File: src/rtl/dut_query_slot.sv
// Slot-scheduled query engine: after a start pulse a free-running slot timer
// emits a periodic tick; a latched query N is served at the next tick seen while
// idle, sum(1..N) is accumulated serially, and the result is reported with a
// one-cycle end pulse. A sticky flag marks NUM_QUERY completed queries.
module dut_query_slot #(
  parameter int unsigned BW_QUERY_DATA = 32,
  parameter int unsigned SLOT_PERIOD   = 1024,
  parameter int unsigned NUM_QUERY     = 3
) (
  input  logic                     iClk,
  input  logic                     iRsn,
  input  logic                     iStart,
  output logic                     oSlotTick,
  input  logic                     iQueryDataEn,
  input  logic [BW_QUERY_DATA-1:0] iQueryData,
  output logic [BW_QUERY_DATA-1:0] oQueryData,
  output logic                     oQueryEnd,
  output logic                     oEnd
);

  localparam int unsigned SlotW  = (SLOT_PERIOD > 1) ? $clog2(SLOT_PERIOD) : 1;
  localparam int unsigned CountW = $clog2(NUM_QUERY + 1);

  typedef enum logic [1:0] {StIdle, StBusy, StDone} state_e;

  state_e                   state;
  state_e                   stateNext;
  logic                     running;
  logic [SlotW-1:0]         slotCnt;
  logic                     slotTick;
  logic                     pending;
  logic [BW_QUERY_DATA-1:0] queryLatch;
  logic [BW_QUERY_DATA-1:0] acc;
  logic [BW_QUERY_DATA-1:0] cnt;
  logic [CountW-1:0]        queryCount;
  logic                     serve;
  logic                     capture;
  logic                     finish;

  assign slotTick  = running && (slotCnt == SlotW'(SLOT_PERIOD - 1));
  assign oSlotTick = slotTick;

  // Pending query is only consumed by a tick that arrives while idle.
  assign serve   = (state == StIdle) && slotTick && pending;
  assign capture = iQueryDataEn && running && !pending;
  // Last busy cycle: accumulation complete, DONE follows.
  assign finish  = (state == StBusy) && (cnt == '0);

  // Slot timer: armed by iStart, then wraps every SLOT_PERIOD cycles until reset.
  always_ff @(posedge iClk or negedge iRsn) begin
    if (!iRsn) begin
      running <= 1'b0;
      slotCnt <= '0;
    end else if (!running) begin
      if (iStart) begin
        running <= 1'b1;
        slotCnt <= '0;
      end
    end else if (slotTick) begin
      slotCnt <= '0;
    end else begin
      slotCnt <= slotCnt + 1'b1;
    end
  end

  // Single-entry query buffer; new strobes are dropped while an entry is held.
  always_ff @(posedge iClk or negedge iRsn) begin
    if (!iRsn) begin
      pending    <= 1'b0;
      queryLatch <= '0;
    end else if (capture) begin
      pending    <= 1'b1;
      queryLatch <= iQueryData;
    end else if (serve) begin
      pending    <= 1'b0;
    end
  end

  // FSM state register.
  always_ff @(posedge iClk or negedge iRsn) begin
    if (!iRsn) begin
      state <= StIdle;
    end else begin
      state <= stateNext;
    end
  end

  // FSM next-state logic.
  always_comb begin
    stateNext = state;
    unique case (state)
      StIdle:  if (serve) stateNext = StBusy;
      StBusy:  if (cnt == '0) stateNext = StDone;
      StDone:  stateNext = StIdle;
      default: stateNext = StIdle;
    endcase
  end

  // FSM outputs.
  always_comb begin
    oQueryEnd = (state == StDone);
  end

  // Serial accumulator: adds N, N-1, ..., 1, wrapping modulo 2^BW.
  always_ff @(posedge iClk or negedge iRsn) begin
    if (!iRsn) begin
      acc <= '0;
      cnt <= '0;
    end else if (serve) begin
      acc <= '0;
      cnt <= queryLatch;
    end else if ((state == StBusy) && (cnt != '0)) begin
      acc <= acc + cnt;
      cnt <= cnt - 1'b1;
    end
  end

  // Result, completion count and sticky end flag are loaded on entry to DONE so
  // they are already valid during the oQueryEnd cycle.
  always_ff @(posedge iClk or negedge iRsn) begin
    if (!iRsn) begin
      oQueryData <= '0;
      queryCount <= '0;
      oEnd       <= 1'b0;
    end else if (finish) begin
      oQueryData <= acc;
      if (queryCount < CountW'(NUM_QUERY)) begin
        queryCount <= queryCount + 1'b1;
      end
      if (queryCount == CountW'(NUM_QUERY - 1)) begin
        oEnd <= 1'b1;
      end
    end
  end

endmodule

File: config.mk
export PLATFORM = sky130hd
export DESIGN_NAME = dut_query_slot
export DESIGN_NICKNAME = d
export VERILOG_FILES = /design/src/rtl/dut_query_slot.sv
export SDC_FILE = /design/constraint.sdc
export NUM_CORES = 1
export LEC_CHECK = 0
export CAP_MARGIN = 20
export CORE_UTILIZATION = 35
export CTS_BUF_LIST = sky130_fd_sc_hd__clkbuf_8
export CTS_CLUSTER_SIZE = 30
export DETAILED_ROUTE_END_ITERATION = 10
export GPL_ROUTABILITY_DRIVEN = 0
export HOLD_SLACK_MARGIN = 0.03
export PLACE_DENSITY = 0.55
export SLEW_MARGIN = 20
export SYNTH_ARGS = -nofsm -noshare
export SYNTH_HDL_FRONTEND = slang
export SYNTH_SLANG_ARGS = --single-unit
File: constraint.sdc
create_clock -name iClk -period 3.3 [get_ports iClk]
set_input_delay 0.825 -clock iClk [delete_from_list [all_inputs] [get_ports iClk]]
set_output_delay 0.825 -clock iClk [all_outputs]
set_load 0.01 [all_outputs]
==> results of run 1 <==
## logic make-up (layout without fill, tap and decap cells)
logic type               count (synthesis)  after routing
multiplexers                            35             35
AND/OR/NAND/NOR                        340            340
adder cells (fa/ha/maj)                 37             37
XOR/XNOR                                32             32
AO/OA/AOI/OAI                          210            210
flip-flops                             145            145
buffers and inverters                   49            129
## metal layers
metal	vias up	global-route usage, %	share of wire [%]
li1	3202	-	-
met1	3086	25.6	53
met2	130	25.7	42
met3	18	3.78	4.3
met4	0	4.37	1.1
met5	-	0	0
## worst register-to-register path, delay by kind of cell (launching register included)
family / cells / cell delay, ns
compound gates: 6 / 1.58
flops: 1 / 0.46
fa+ha+maj: 1 / 0.38
simple gates: 1 / 0.19
xor+xnor: 1 / 0.15
## path summary, 6_finish.rpt
check                      startpoint              to  slack (ns)  cells after the start
max reg2reg                    cnt[2]         acc[29]        0.43                      9
min                              iRsn  oQueryData[30]        0.43                      1
min in group iClk                oEnd            oEnd        0.46                      1
max in group asynchronous        iRsn         cnt[29]        2.02                      2
max                        slotCnt[0]       oSlotTick        0.35                      5
min reg2reg                      oEnd            oEnd        0.46                      1
## power by group through the flow
stage	combinational (mW)	clock, mW	sequential (mW)
2_1_floorplan	0.119	0	1.97
3_3_place_gp	0.214	0	2.00
3_5_place_dp	0.220	0	2.00
4_1_cts	0.220	1.51	1.96
5_1_grt	0.249	1.57	1.98
6_report	0.213	1.44	1.96
## cell type report
cell class              count  area share, %
repair buffers             84           8.78
flip-flops and latches    145           38.9
clock buffers              17           2.51
inverters                  13          0.523
multi-input cells         654           43.8
clock inverters            15           1.81
well taps                 280           3.75
## cells in the mapped netlist (14+ instances only)
cell type / n / area share, %
nor2_1: 34 / 1.6
dfrtp_1: 145 / 46
xor2_1: 15 / 1.7
a21oi_1: 46 / 2.9
nor3_1: 14 / 0.89
xnor2_1: 17 / 1.9
ha_1: 36 / 5.7
clkbuf_1: 24 / 1.1
nand2_1: 172 / 8.2
nand3_1: 52 / 3.3
mux2_2: 32 / 4.6
o211ai_1: 16 / 1.5
a21o_1: 18 / 1.7
o21ai_0: 77 / 4.9
## cell usage in the layout, fill, tap and decap left out, types with 6 or more instances in the layout
| cell type | n |
|---|---|
| nand2_1 | 172 |
| ha_1 | 36 |
| o211ai_1 | 16 |
| xor2_1 | 15 |
| xnor2_1 | 17 |
| nor3_1 | 14 |
| nor4_1 | 8 |
| a221o_1 | 7 |
| nor2_1 | 34 |
| dfrtp_1 | 145 |
| o311ai_0 | 7 |
| and3_1 | 6 |
| nand3_1 | 52 |
| or3_1 | 7 |
| mux2_2 | 32 |
| a21o_1 | 18 |
| a21oi_1 | 46 |
| clkdlybuf4s50_1 | 69 |
| clkbuf_8 | 17 |
| o21ai_0 | 77 |
| buf_4 | 13 |
| inv_1 | 14 |
| nand4_1 | 13 |
## metrics by stage
stage	power, mW	instances	area, um^2	hold slack [ns]	setup slack [ns]
final	3.62	1208	9340	0.429	0.348
after global routing	3.80	1208	9340	0.490	0.168
after CTS	3.69	1208	9340	0.467	0.293
after detailed placement	2.22	1176	8940	0.447	0.536
after global placement	2.21	1176	8940	0.448	0.589
after floorplan	2.09	848	7910	0.444	0.964
## sequential cells by signal (all words and copies together) (netlist names)
name and count:
queryLatch 32, slotCnt 10, pending 1, cnt 32, state 2, oEnd 1, queryCount 2, acc 32
oQueryData 32, running 1
==> key figures, run 1 <==
Power and ir drop
  • Part of the power in registers: 54.2%
  • Sw Pwr: 0.882 mW
  • Combinational fraction of design power: 5.9%
  • Clk pwr share: 39.9%
  • Switching share of power: 24.3%
  • Power per standard cell area: 388 nW/um^2
  • Worst vdd ir: 0.284 mV
  • Leakage: 4.39 nW
  • Int Pwr: 2.74 mW

Setup path
  • Crit end category: output pin
  • Critical path class: reg2out
  • CP Cell Sequence: ha_1 -> nand3_1 -> nor2_1 -> and2_1 -> clkdlybuf4s50_1
  • Worst-path fanout max: 5
  • CP top delay family: buffers and inverters
  • CP max stage delay: 0.54 ns
  • CP max-delay cell: clkdlybuf4s50_1
  • CP Buf/Inv Count: 1
  • Critical Path AT: 2.13 ns
  • Kind of start point of the critical path: flop
  • Critical path data required time: 2.47 ns

Finish
  • FF+latch area: 3630 um^2
  • Area of the multi-input gates: 4090 um^2
  • Layout cells sized above 1: 10.6%
  • Area delta synth->final: 18.0%
  • Final Core Density: 42.4%
  • ANT cells: 0
  • Fin nets: 988
  • Fill cell count: 2182

Die
  • Starting Density: 35.9%
  • Core ar.: 22000 um^2
  • Die ar.: 23200 um^2
  • Die height: 152 um
  • Io pins: 71
  • Die width: 152 um
  • Core Rows: 54

STA
  • Crit path time final: 2.95 ns
  • Pins over their slew limit: 0
  • Setup TNS: 0 ns
  • Worst-Margin Slew: 0.858 ns
  • Hold Fails Final Rpt: 0
  • Final setup viols: 0
  • Fmax: 339 MHz
  • Post-route clock skew: 0.0132 ns
  • RSZ-0062 raised after global routing: no
  • Max-slew headroom: 42.8%
  • Final period utilization: 89.5%

Run status
  • Status: complete, but fails checks
  • Violated checks: DRC

Clocking
  • Clk root buf: clkbuf_8
  • CTS clk-pin slew, worst paths: 0.08 ns
  • Clock sink total: 145
  • CTS hold repair buffers: 0
  • H-tree Lvls: 4
  • Setup Fix Bufs, Post-CTS: 0
  • TritonCTS clock tree: done
  • Clk_lat worst skew: 0.45 ns
  • TritonCTS buffer count: 17
  • CTS Buffer Depth: 2
  • CTS resizes: 0

Synth
  • Post-synthesis mux area share: 4.93%
  • Top FF cell, synth: dfrtp_1
  • Synth unique cells: 68
  • YS warnings: 0
  • Mean Syn Cell Area: 9.33 um^2
  • Synth Area in XOR/XNOR: 3.54%
  • Post-synth net total: 921
  • #FFs+latches synth: 145
  • Synth Instances: 848
  • Post-Synth Simple-Gate Area: 20.5%
  • Number of enable flip-flop cells after synthesis: 0
  • Synth Area in Adders: 5.95%
  • Synthesized area: 7910 um^2
  • Main combinational cell family by area after synthesis: simple AND/OR/NAND/NOR gates
  • Asr flop ratio synth: 100%
  • Compound-Gate Fraction of Synth Area: 16.6%
  • Sequential area share after synthesis: 45.9%

Job
  • Max-cap viol count: 0

Placed design
  • IO Port Bufs: 70
  • DP HPWL: 14.1 mm

Routing
  • Post-route ant nets: 0
  • DR vias/cell: 5.33
  • First-pass DRT Iterations: 7
  • Final wirelength: 19.2 mm
  • Initial DRC count: 349
  • Vias: 6436
  • DR DRC count: 3
  • Routed WL per cell: 15.9 um

Global routing
  • Grt ovf: 0
  • First-pass GRT wire length: 32.4 mm
  • Total track usage: 17.4%
  • Largest net degree at the start of global routing: 90
  • Initial antenna violation count: 0
  • Vias in the first global route: 6215

Min path
  • Hold Crit Class: in2async
Power figures use the tool's default switching activity.
==> inputs of run 2 (changes only) <==
--- a/config.mk
+++ b/config.mk
@@ -6,6 +6,7 @@
 export NUM_CORES = 1
 export LEC_CHECK = 0
 export CAP_MARGIN = 20
+export CORE_ASPECT_RATIO = 1.25
 export CORE_UTILIZATION = 35
 export CTS_BUF_LIST = sky130_fd_sc_hd__clkbuf_8
 export CTS_CLUSTER_SIZE = 30
==> key figures, run 2 (synthesis gave the netlist of run 1 again) <==
Global routing
  • Largest net degree at the start of global routing: 65
  • Vias in the first global route: 6302
  • Grt ovf: 0
  • Total track usage: 17.8%
  • Initial antenna violation count: 0
  • First-pass GRT wire length: 32.3 mm

Power and ir drop
  • Power Total: 3.64 mW
  • Worst vdd ir: 0.277 mV
  • Power per standard cell area: 390 nW/um^2
  • Leakage: 4.38 nW

Job
  • Max-cap viol count: 0

Routing
  • Post-route ant nets: 0
  • Initial DRC count: 441
  • Final wirelength: 19.1 mm
  • First-pass DRT Iterations: 5
  • Vias: 6403
  • DR DRC count: 0
  • Routed WL per cell: 15.8 um
  • DR vias/cell: 5.30

Clocking
  • CTS clk-pin slew, worst paths: 0.08 ns
  • Clk root buf: clkbuf_8
  • TritonCTS buffer count: 17
  • Setup Fix Bufs, Post-CTS: 0
  • Clk_lat worst skew: 0.46 ns
  • CTS resizes: 0
  • Clock sink total: 145
  • H-tree Lvls: 4
  • CTS hold repair buffers: 0
  • CTS Buffer Depth: 2
  • TritonCTS clock tree: done

Die
  • Starting Density: 35.6%
  • Core Rows: 61
  • Core ar.: 22200 um^2
  • Die height: 170 um
  • Die width: 136 um
  • Die ar.: 23200 um^2
  • Io pins: 71

Setup path
  • CP max stage delay: 0.55 ns
  • Reg2reg setup slack: 0.48 ns
  • Reg-to-reg endpoint: acc[29]
  • R2R cell count: 9
  • Worst-path fanout max: 5
  • CP top delay family: buffers and inverters
  • CP max-delay cell: clkdlybuf4s50_1
  • Critical path origin: slotCnt[0]
  • Critical path depth: 5
  • Kind of start point of the critical path: flop
  • Crit path to: oSlotTick
  • CP Buf/Inv Count: 1
  • Crit end category: output pin
  • CP Cell Sequence: ha_1 -> nand3_1 -> nor2_1 -> and2_1 -> clkdlybuf4s50_1
  • Critical path data required time: 2.47 ns
  • Worst reg2reg startpoint: cnt[2]
  • Critical path class: reg2out
  • Critical Path AT: 2.18 ns

Run status
  • Status: finished, final reports clean

STA
  • Crit path time final: 3.01 ns
  • Post-route clock skew: 0.0132 ns
  • Pins over their slew limit: 0
  • RSZ-0062 raised after global routing: no
  • Hold WS: 0.244 ns
  • Final setup viols: 0
  • Hold Fails Final Rpt: 0
  • Worst-Margin Slew: 0.623 ns
  • Max-slew headroom: 58.3%
  • Setup TNS: 0 ns
  • Final period utilization: 91.1%
  • Fmax: 332 MHz

Finish
  • Layout cells sized above 1: 10.2%
  • Fin nets: 985
  • Fill cell count: 2192
  • FF+latch area: 3630 um^2
  • Cell area after layout: 9330 um^2
  • ANT cells: 0
  • Most frequent cells in the layout: nand2_1, dfrtp_1, o21ai_0, clkdlybuf4s50_1, nand3_1
  • Area delta synth->final: 18.0%
  • Most common cell after layout, fill and taps aside: nand2_1
  • Final Core Density: 42.0%
  • Area of the multi-input gates: 4090 um^2

Min path
  • Hold Crit Class: in2async

Placed design
  • DP HPWL: 14.2 mm
  • IO Port Bufs: 70
  • Area after DPL: 8930 um^2
## run 2: per-layer routing
| metal | share of wire (%) | up-vias | track usage, % |
|---|---|---|---|
| met3 | 3.8 | 14 | 3.46 |
| met2 | 47 | 122 | 28.6 |
| met5 | 0 | - | 0 |
| li1 | - | 3195 | - |
| met1 | 48 | 3072 | 23.9 |
| met4 | 1.2 | 0 | 5.80 |
## run 2: worst min-delay path by stage
| stage | depth (start not counted) | slack [ns] | endpoint |
|---|---|---|---|
| 6_report | 1 | 0.24 | oQueryData[29] |
| 5_1_grt | 1 | 0.22 | oQueryData[27] |
| 4_1_cts | 1 | 0.22 | queryLatch[25] |
| 3_5_place_dp | 1 | 0.45 | oEnd |
| 3_3_place_gp | 1 | 0.45 | oEnd |
| 2_1_floorplan | 1 | 0.44 | cnt[16] |
## run 2: worst register-to-register path: cells and delay by family, from the launching register on
family	cells	cell delay [ns]
adders and majority gates	1	0.38
DFF	1	0.45
xor gates and xnor gates	1	0.14
and+or+nand+nor	1	0.21
AOI/OAI and AO/OA	6	1.52
## run 2: stage by stage
step	instances	setup slack, ns
after floorplan	848	0.964
after global placement	1176	0.512
after detailed placement	1176	0.492
after CTS	1208	0.260
after global routing	1208	0.158
final	1208	0.292
## run 2: cell type report
type / instances / share of cell area, %
Clock buffer: 17 / 2.51
Clock inverter: 15 / 1.82
Inverter: 13 / 0.523
Multi-Input combinational cell: 654 / 43.8
Sequential cell: 145 / 38.9
Tap cell: 283 / 3.79
Timing Repair Buffer: 81 / 8.67
## run 2: power by group
part | internal (mW) | total, mW | switching [mW]
Clock | 0.740 | 1.46 | 0.719
Sequential | 1.88 | 1.96 | 0.0837
Combinational | 0.122 | 0.216 | 0.0944
==> inputs of run 3 (changes only) <==
--- a/config.mk
+++ b/config.mk
@@ -11,9 +11,9 @@
 export CTS_BUF_LIST = sky130_fd_sc_hd__clkbuf_8
 export CTS_CLUSTER_SIZE = 30
 export DETAILED_ROUTE_END_ITERATION = 10
-export GPL_ROUTABILITY_DRIVEN = 0
+export DONT_BUFFER_PORTS = 1
 export HOLD_SLACK_MARGIN = 0.03
-export PLACE_DENSITY = 0.55
+export PLACE_DENSITY = 0.51
 export SLEW_MARGIN = 20
 export SYNTH_ARGS = -nofsm -noshare
 export SYNTH_HDL_FRONTEND = slang
==> key figures, run 3 (synthesis gave the netlist of run 1 again) <==
STA
  • Crit path time final: 2.82 ns
  • RSZ-0062 raised after global routing: no
  • Pins over their slew limit: 0
  • Fmax: 354 MHz
  • Final setup viols: 0
  • Hold Fails Final Rpt: 0
  • Final period utilization: 85.5%
  • Worst-Margin Slew: 0.638 ns
  • Setup TNS: 0 ns
  • Post-route clock skew: 0.00985 ns
  • Max-slew headroom: 57.3%

Finish
  • ANT cells: 0
  • Most frequent cells in the layout: nand2_1, dfrtp_1, o21ai_0, nand3_1, a21oi_1
  • Final Core Density: 38.6%
  • Layout cells sized above 1: 10.7%
  • Most common cell after layout, fill and taps aside: nand2_1
  • Area delta synth->final: 8.46%
  • Layout Cells excl Fill: 1139
  • Fin nets: 916

Global routing
  • Largest net degree at the start of global routing: 144
  • First-pass GRT wire length: 31.9 mm
  • Grt ovf: 0
  • Initial antenna violation count: 1
  • Total track usage: 17.7%
  • Vias in the first global route: 6084

Clocking
  • CTS clk-pin slew, worst paths: 0.08 ns
  • TritonCTS clock tree: done
  • Clk_lat worst skew: 0.44 ns
  • CTS resizes: 0
  • CTS Buffer Depth: 2
  • H-tree Lvls: 4
  • TritonCTS buffer count: 17
  • Clk root buf: clkbuf_8
  • Clock sink total: 145

Setup path
  • Critical path data required time: 3.66 ns
  • Critical path class: reg2reg
  • CP max stage delay: 0.52 ns
  • CP Buf/Inv Count: 2
  • CP Cell Sequence: or3_4 -> nor4_1 -> nand3_2 -> o21ai_4 -> buf_4 -> buf_4 -> nand3_1 -> o21ai_0
  • Worst reg2reg startpoint: cnt[4]
  • Critical Path AT: 3.18 ns
  • CP max-delay cell: nor4_1
  • CP top delay family: simple AND/OR/NAND/NOR gates
  • Critical path's most frequent cell: buf_4
  • Crit end category: flop
  • Kind of start point of the critical path: flop
  • Critical path origin: cnt[4]
  • Worst-path fanout max: 30

Routing
  • DR DRC count: 0
  • Vias: 6127
  • Post-route ant nets: 0
  • DR vias/cell: 5.38
  • Initial DRC count: 366
  • Routed WL per cell: 17.2 um
  • First-pass DRT Iterations: 5
  • Final wirelength: 19.5 mm

Power and ir drop
  • Worst vdd ir: 0.248 mV
  • Power per standard cell area: 398 nW/um^2
  • Leakage: 4.11 nW

Placed design
  • IO Port Bufs: 0
  • Placed cells: 1105
  • DP HPWL: 13.9 mm
  • Gpl congestion: 0.839

Die
  • Die width: 136 um
  • Core Rows: 61
  • Starting Density: 35.6%
  • Die ar.: 23200 um^2
  • Die height: 170 um
  • Core ar.: 22200 um^2
  • Io pins: 71

Job
  • Max-cap viol count: 0

Min path
  • Hold Crit Class: in2async

Run status
  • Status: finished, final reports clean
[run 3: path summary, 6_finish.rpt]
path | to | slack, ns | cells after the start
min in group iClk | cnt[5] | 0.48 | 1
max in group asynchronous | oQueryData[28] | 2.52 | 1
setup / recovery | acc[27] | 0.48 | 8
hold / removal | acc[30] | 0.08 | 0
setup reg to reg | acc[27] | 0.48 | 8
hold reg to reg | cnt[5] | 0.48 | 1
[run 3: timing repair]
item / 4_1_cts / 5_1_grt
hold buffers: 1 / 1
setup buffers: 0 / 0
endpoints found under the hold margin: 3 / 34
[run 3: power breakdown]
| part | total (mW) | switching [mW] | internal [mW] |
|---|---|---|---|
| Sequential | 1.96 | 0.0834 | 1.88 |
| Clock | 1.31 | 0.721 | 0.589 |
| Combinational | 0.145 | 0.0602 | 0.0850 |
| Total | 3.42 | 0.865 | 2.55 |
[run 3: final cells by class]
cell class                 instances  area, um^2
clock buffer                      17         234
clock inverter                    15         121
fill                            2228       13600
inverter                          13        48.8
multi-input combinational        654        4090
sequential                       145        3630
tap                              283         354
timing repair buffer              12         105
[run 3: through the flow]
| step | hold slack, ns | cell area [um^2] | setup slack, ns | power, mW |
|---|---|---|---|---|
| after floorplan | 0.444 | 7910 | 0.964 | 2.09 |
| after global placement | 0.458 | 8200 | 0.507 | 2.12 |
| after detailed placement | 0.462 | 8200 | 0.493 | 2.13 |
| after CTS | 0.0307 | 8560 | 0.465 | 3.46 |
| after global routing | 0.0345 | 8580 | 0.226 | 3.58 |
| final | 0.0755 | 8580 | 0.478 | 3.42 |
[run 3: per-layer routing]
| layer | share of wire [%] | global-route usage, % | wire, um | up-vias |
|---|---|---|---|---|
| li1 | - | - | - | 3065 |
| met1 | 48 | 24.1 | 9440 | 2915 |
| met2 | 44 | 27.1 | 8690 | 123 |
| met3 | 5.4 | 4.56 | 1060 | 22 |
| met4 | 1.7 | 5.99 | 331 | 2 |
| met5 | 0.067 | 0 | 13 | - |
